`config.mk`:
```
export PLATFORM = sky130hd
export DESIGN_NAME = seg7_scan_display
export DESIGN_NICKNAME = d
export VERILOG_FILES = /design/src/rtl/seg7_scan_display.sv
export SDC_FILE = /design/constraint.sdc
export NUM_CORES = 1
export LEC_CHECK = 0
export CELL_PAD_IN_SITES_DETAIL_PLACEMENT = 1
export CELL_PAD_IN_SITES_GLOBAL_PLACEMENT = 1
export CORE_MARGIN = 2
export CORE_UTILIZATION = 40
export CTS_CLUSTER_SIZE = 24
export DETAILED_ROUTE_END_ITERATION = 16
export PLACE_DENSITY_LB_ADDON = 0.1
export SLEW_MARGIN = 5
export SYNTH_ARGS = -nofsm -noshare
export SYNTH_HDL_FRONTEND = slang
export SYNTH_SLANG_ARGS = --single-unit
```
`constraint.sdc`:
```
create_clock -name CLK -period 2.4 [get_ports CLK]
set_clock_uncertainty 0.1 [all_clocks]
set_input_delay 0.48 -clock CLK [delete_from_list [all_inputs] [get_ports CLK]]
set_output_delay 0.48 -clock CLK [all_outputs]
set_load 0.03 [all_outputs]
```
`src/rtl/seg7_scan_display.sv`:
```
`default_nettype none
// +----------------------------------------------------------------------------+
// | Module  : seg7_scan_display                                                |
// | Desc    : Multiplexed DIGITS-wide 7-segment driver with debounced source   |
// |           select; optional leading-zero blanking via SEG7_LZ_BLANK_EN.     |
// | Revision: 1.0 - initial release                                            |
// +----------------------------------------------------------------------------+
module seg7_scan_display #(
    parameter int DIGITS          = 4,
    parameter int SCAN_DIV        = 50000,
    parameter int DEBOUNCE_CYCLES = 100000
) (
    input  logic              CLK,
    input  logic              RST,
    input  logic              DISP_SWITCH,
    input  logic [4:0]        PC,
    input  logic [37:0]       PACKET_IN,
    output logic [7:0]        nHEX,
    output logic [DIGITS-1:0] nDIGIT,
    output logic [1:0]        MODE
);

    localparam int c_VW   = 4 * DIGITS;
    localparam int c_DI_W = (DIGITS > 1) ? $clog2(DIGITS) : 1;
    localparam int c_SC_W = $clog2(SCAN_DIV);
    localparam int c_DB_W = $clog2(DEBOUNCE_CYCLES);

    logic [1:0]        r_sync;
    logic              r_st;
    logic              r_st_d;
    logic [c_DB_W-1:0] r_db_cnt;
    logic [c_SC_W-1:0] r_sc;
    logic [c_DI_W-1:0] r_di;
    logic [c_VW-1:0]   r_v;
    logic [1:0]        r_mode;
    logic [7:0]        r_nhex;
    logic [DIGITS-1:0] r_ndigit;

    logic [31:0]       w_src;
    logic              w_tick;
    logic              w_wrap;
    logic              w_press;
    logic [c_VW-1:0]   w_vsh;
    logic [3:0]        w_nib;
    logic              w_blank;
    logic              w_dp_on;
    logic [7:0]        w_hex;
    logic              w_unused;

    assign w_unused = ^PACKET_IN[37:32];

    function automatic logic [6:0] f_seg(input logic [3:0] nib);
        case (nib)
            4'h0:    f_seg = 7'h40;
            4'h1:    f_seg = 7'h79;
            4'h2:    f_seg = 7'h24;
            4'h3:    f_seg = 7'h30;
            4'h4:    f_seg = 7'h19;
            4'h5:    f_seg = 7'h12;
            4'h6:    f_seg = 7'h02;
            4'h7:    f_seg = 7'h58;
            4'h8:    f_seg = 7'h00;
            4'h9:    f_seg = 7'h10;
            4'hA:    f_seg = 7'h08;
            4'hB:    f_seg = 7'h03;
            4'hC:    f_seg = 7'h27;
            4'hD:    f_seg = 7'h21;
            4'hE:    f_seg = 7'h06;
            default: f_seg = 7'h0E;
        endcase
    endfunction

    always_comb begin
        case (r_mode)
            2'd1:    w_src = {16'b0, PACKET_IN[15:0]};
            2'd2:    w_src = {16'b0, PACKET_IN[31:16]};
            default: w_src = {27'b0, PC};
        endcase
    end

    assign w_tick  = (r_sc == c_SC_W'(SCAN_DIV - 1));
    assign w_wrap  = w_tick && (r_di == c_DI_W'(DIGITS - 1));
    assign w_press = r_st & ~r_st_d;

    assign w_vsh   = r_v >> {r_di, 2'b00};
    assign w_nib   = w_vsh[3:0];
    // A MODE beyond the last digit can never equal di, so no dp is lit.
    assign w_dp_on = (32'(r_di) == 32'(r_mode));

`ifdef SEG7_LZ_BLANK_EN
    logic [c_DI_W-1:0] w_msn;

    always_comb begin
        w_msn = '0;
        for (int i = 1; i < DIGITS; i++) begin
            if (r_v[4*i +: 4] != 4'h0) begin
                w_msn = c_DI_W'(i);
            end
        end
    end

    assign w_blank = (r_di > w_msn);
`else
    assign w_blank = 1'b0;
`endif

    assign w_hex = {~w_dp_on, w_blank ? 7'h7F : f_seg(w_nib)};

    // Switch path: 2-FF synchronizer, run-length debounce, rising-edge press.
    always_ff @(posedge CLK) begin
        if (RST) begin
            r_sync   <= 2'b00;
            r_st     <= 1'b0;
            r_st_d   <= 1'b0;
            r_db_cnt <= '0;
            r_mode   <= 2'd0;
        end else begin
            r_sync <= {r_sync[0], DISP_SWITCH};
            r_st_d <= r_st;
            if (r_sync[1] == r_st) begin
                r_db_cnt <= '0;
            end else if (r_db_cnt == c_DB_W'(DEBOUNCE_CYCLES - 1)) begin
                r_st     <= r_sync[1];
                r_db_cnt <= '0;
            end else begin
                r_db_cnt <= r_db_cnt + 1'b1;
            end
            if (w_press) begin
                r_mode <= (r_mode == 2'd2) ? 2'd0 : r_mode + 2'd1;
            end
        end
    end

    // Scan path: the snapshot uses the pre-press mode on a coincident wrap.
    always_ff @(posedge CLK) begin
        if (RST) begin
            r_sc     <= '0;
            r_di     <= '0;
            r_v      <= '0;
            r_nhex   <= 8'hFF;
            r_ndigit <= '1;
        end else begin
            if (w_tick) begin
                r_sc <= '0;
                r_di <= w_wrap ? '0 : r_di + 1'b1;
            end else begin
                r_sc <= r_sc + 1'b1;
            end
            if (w_wrap) begin
                r_v <= w_src[c_VW-1:0];
            end
            r_ndigit <= ~(DIGITS'(1) << r_di);
            r_nhex   <= w_hex;
        end
    end

    assign nHEX   = r_nhex;
    assign nDIGIT = r_ndigit;
    assign MODE   = r_mode;

endmodule
`default_nettype wire

```
* Word-level counts from Yosys, hierarchy flattened
Memory sizes are Yosys's and may differ from the RTL's. A register that Yosys moved wholly into a read port is not among the register bits. Index checks and enable logic that the tools add are counted. Widths: inputs -> output; s select.
Word-level totals: input bits 46, output and inout bits 14, word-level logic and storage cells 36, memories 1, memory bits (read-only) 112, register bits 69
Cells by class: bitwise gates (word level) 5, shift-type cells 2, reduce and logical (&&, ||, !) cells 4, muxes and demuxes 3, equal/unequal tests 7, add/subtract/negate cells 4
Memories:
- (no name shown) | depth 16, bits a word 7, read ports 1, clocked after memory_dff 1, wr ports 0, RTL line 53 | case (nib)
Operators with widths (count):
- $pmux 16 s2 | 1
- $add 17x1->17 const B | 1
- $eq 17x17->1 const B | 1
- $add 16x1->16 const B | 1
- $eq 16x16->1 const B | 1
- $shr 16x4->4 | 1
- $add 2x1->2 const B | 2
- $eq 2x2->1 const B | 2
- $mux 2 | 2
- $not 4->4 | 1
- $shl 1x2->4 const A | 1
- $not 1->1 | 3
- $reduce_or 3->1 | 1
- $eq 2x1->1 const B | 1
- $eq 2x2->1 | 1
- $reduce_and 2->1 | 1
- $reduce_or 2->1 | 1
- $and 1x1->1 | 1
- $eq 1x1->1 | 1
- $logic_and 1x1->1 | 1

* Depth between registers and ports, before layout
depth in word-level cells 3, depth in mapped cells 8

* Worst setup path before layout
Ideal clock, no wire load.
kind register to register, start point reg r_di[0], end point reg r_nhex[3] (netlist: nHEX[3]), cell stages (with the launch flop) 7, path slack 0.368 ns, required time 2.163 ns, data arrival time 1.795 ns, setup time 0.137 ns, clock period less this slack 2.032 ns, cells stage by stage dfxtp_1 > buf_6 > mux4_2 > ha_1 > nor2b_1 > a2111oi_1 > a31oi_1
On the way: word-level cells in the longest chain between the ends 1
RTL lines:
- start, declared | RTL line 33 | logic [c_DI_W-1:0] r_di;
- start signal, assigned | RTL line 145 | r_di <= w_wrap ? '0 : r_di + 1'b1;
- $shr 16x4->4 | RTL line 85 | assign w_vsh = r_v >> {r_di, 2'b00};
- end, declared | RTL line 36 | logic [7:0] r_nhex;
Every way passes these cells. A chain may end at the register's enable or synchronous reset.

* Worst setup path in the final report
Ends and elaborated chain as after synthesis.

==> reports/results.ini <==
[pwr]
power_density_mw_per_mm2 = 584
cellLeakagePower_uw = 0.00145
vdd_drop_max_uv = 214
power.total_uw = 2430

[cts]
htree_num_levels = 3
clock_path_buffers = 2
clk_latency_ns = 0.35
cts_tree = built
path_clk_slew_ns = 0.07
root_buffer = clkbuf_8
cts_num_sinks = 69
ctsHoldBuffers = 0
cts_resized = 0
cts_buffers = 9
cts_setup_buffers = 0

[placed_design]
port_buffers = 53
gp_congestion = 0.762
dp_hpwl_mm = 5.46

[status]
status = finished clean

[synthesis]
synth_most_common_cell = dfxtp_1
synth_cell_types = 45
syn_inst = 369
ys_warn_count = 0
ys_ff_latch = 69
synth_nets = 432
synth-main-ff-cell = dfxtp_1
syn_area_mm2 = 0.00335
synth.top_cells.by_count = dfxtp_1, nor2_1, a21oi_1
syn_area_per_cell_um2 = 9.09
synth_seq_area_share_pct = 41.2
synth_edf_count = 0
ys_top_cells_by_area = dfxtp_1, ha_1, xor2_1, a21oi_1, nor2_1
synth_top_area_share_pct = 41.2
async_flop_share_pct = 0
synth_area_leader_cell = dfxtp_1

[critical_path]
worstPathArrival_ns = 2.30
startpoint_type = flop
cp.required_ns = 2.52
endpoint_kind = flop
critPathKind = reg2reg
cp_max_fo = 6
reg2reg_depth = 5

[global_route]
grt_antenna_before_repair = 0
overflow = 0
grt_pass1_vias = 2730
grt_pass1_wl_mm = 12.6
track_usage_pct = 17.9
grt_max_degree = 28

[drt]
drcViolationCount = 0
firstDrtPassIters = 4
ant_nets = 0
drt_wl_total_mm = 7.34
viasPerCell = 5.28
vias = 2762
wire_per_inst_um = 14.0
drt_first_iter_violations = 39

[floorplanning]
coreArea_mm2 = 0.00818
rows = 33
start_util_pct = 41.0
die_h_um = 95.6
dieArea_mm2 = 0.00913
ios = 60
die_w_um = 95.6

[sta]
setup_viol = 0
period_minus_slack_ns = 2.18
hold_violations = 0
fin_crit_sh_pct = 90.7
relSlewSlack_pct = 60.0
final_max_slew_viol_count = 0
worst-slew-pin-transition_ns = 0.600
finalSetupTns_ns = 0
fmax_ghz = 0.460
grt_setup_unrepaired = false
hold_slack_ns = 0.344

[hold_path]
worstHoldPathType = reg2reg
worstHoldPathCells = 1

[layout]
syn_to_final_growth_pct = 24.3
fin_nets = 476
drive_above_1_share_pct = 8.13
antenna_cells = 0

[run]
drv_cap = 0

-- per-layer routing --
layer / wire [um] / global-route usage [%]
met1: 3430 / 21.9
met2: 3500 / 29.6
met3: 282 / 3.95
met4: 130 / 8.57
met5: 0 / 0
-- cell type report --
type	instances	area [um2]
multi-input cells	264	1800
inverters	9	33.8
well taps	105	131
fillers	939	4010
clock inverters	4	95.1
flip-flops and latches	69	1380
repair buffers	60	583
clock buffers	12	145
-- worst paths after layout --
| path | start | to | slack (ns) |
|---|---|---|---|
| setup reg to reg | r_di[0] | nHEX[3] | 0.22 |
| hold reg to reg | r_sc[0] | r_sc[0] | 0.34 |
| hold / removal | r_sc[0] | r_sc[0] | 0.34 |
| setup / recovery | r_di[0] | nHEX[3] | 0.22 |
-- stage by stage --
step	instance area, um2	setup slack [ns]	instances	util, %
3_3_place_gp	3930	0.243	507	48.0
4_1_cts	4170	0.194	523	51.0
2_1_floorplan	3350	0.368	369	-
3_5_place_dp	3930	0.210	507	48.0
5_1_grt	4170	0.0533	523	51.0
6_report	4170	0.224	523	51.0
-- logic make-up after synthesis --
logic type	Yosys count	share of synthesized area [%]
compound gates	80	14.6
xor+xnor	27	7.05
fa+ha+maj	17	6.34
buf+inv	36	5.19
flops	69	41.2
mux	7	3.73
simple gates	133	21.9
-- state kept, by name, indices dropped and copies added (netlist names) --
signal / cells
r_db_cnt: 17
r_sc: 16
r_v: 16
nHEX: 8
nDIGIT: 4
MODE: 2
r_di: 2
r_sync: 2
r_st: 1
r_st_d: 1
-- power by group --
| group | total [uW] | internal, uW | switching [uW] |
|---|---|---|---|
| registers | 1160 | 1160 | 5.94 |
| clock network | 1140 | 718 | 424 |
| logic | 126 | 77.2 | 49.2 |
| total | 2430 | 1950 | 479 |
-- critical path: stages (launching register included) --
cell       delay (ns)
dfxtp_1          0.48
mux4_2           0.62
ha_1             0.26
nor2b_1          0.15
a2111oi_1        0.37
a31oi_1          0.07
-- cell usage in the layout, fill, tap and decap left out, types with 5 or more instances in the layout --
master / n
a21oi_1: 28
a22o_1: 11
a22oi_1: 5
and3_1: 5
and4_1: 5
buf_4: 7
clkbuf_8: 10
clkdlybuf4s50_1: 53
dfxtp_1: 69
ha_1: 17
inv_1: 9
nand2_1: 25
nand3_1: 12
nand4_1: 20
nor2_1: 37
nor2b_1: 5
o2111ai_1: 5
o21ai_0: 21
xnor2_1: 10
xor2_1: 17
Note: power is estimated with default switching activity, not from simulation.
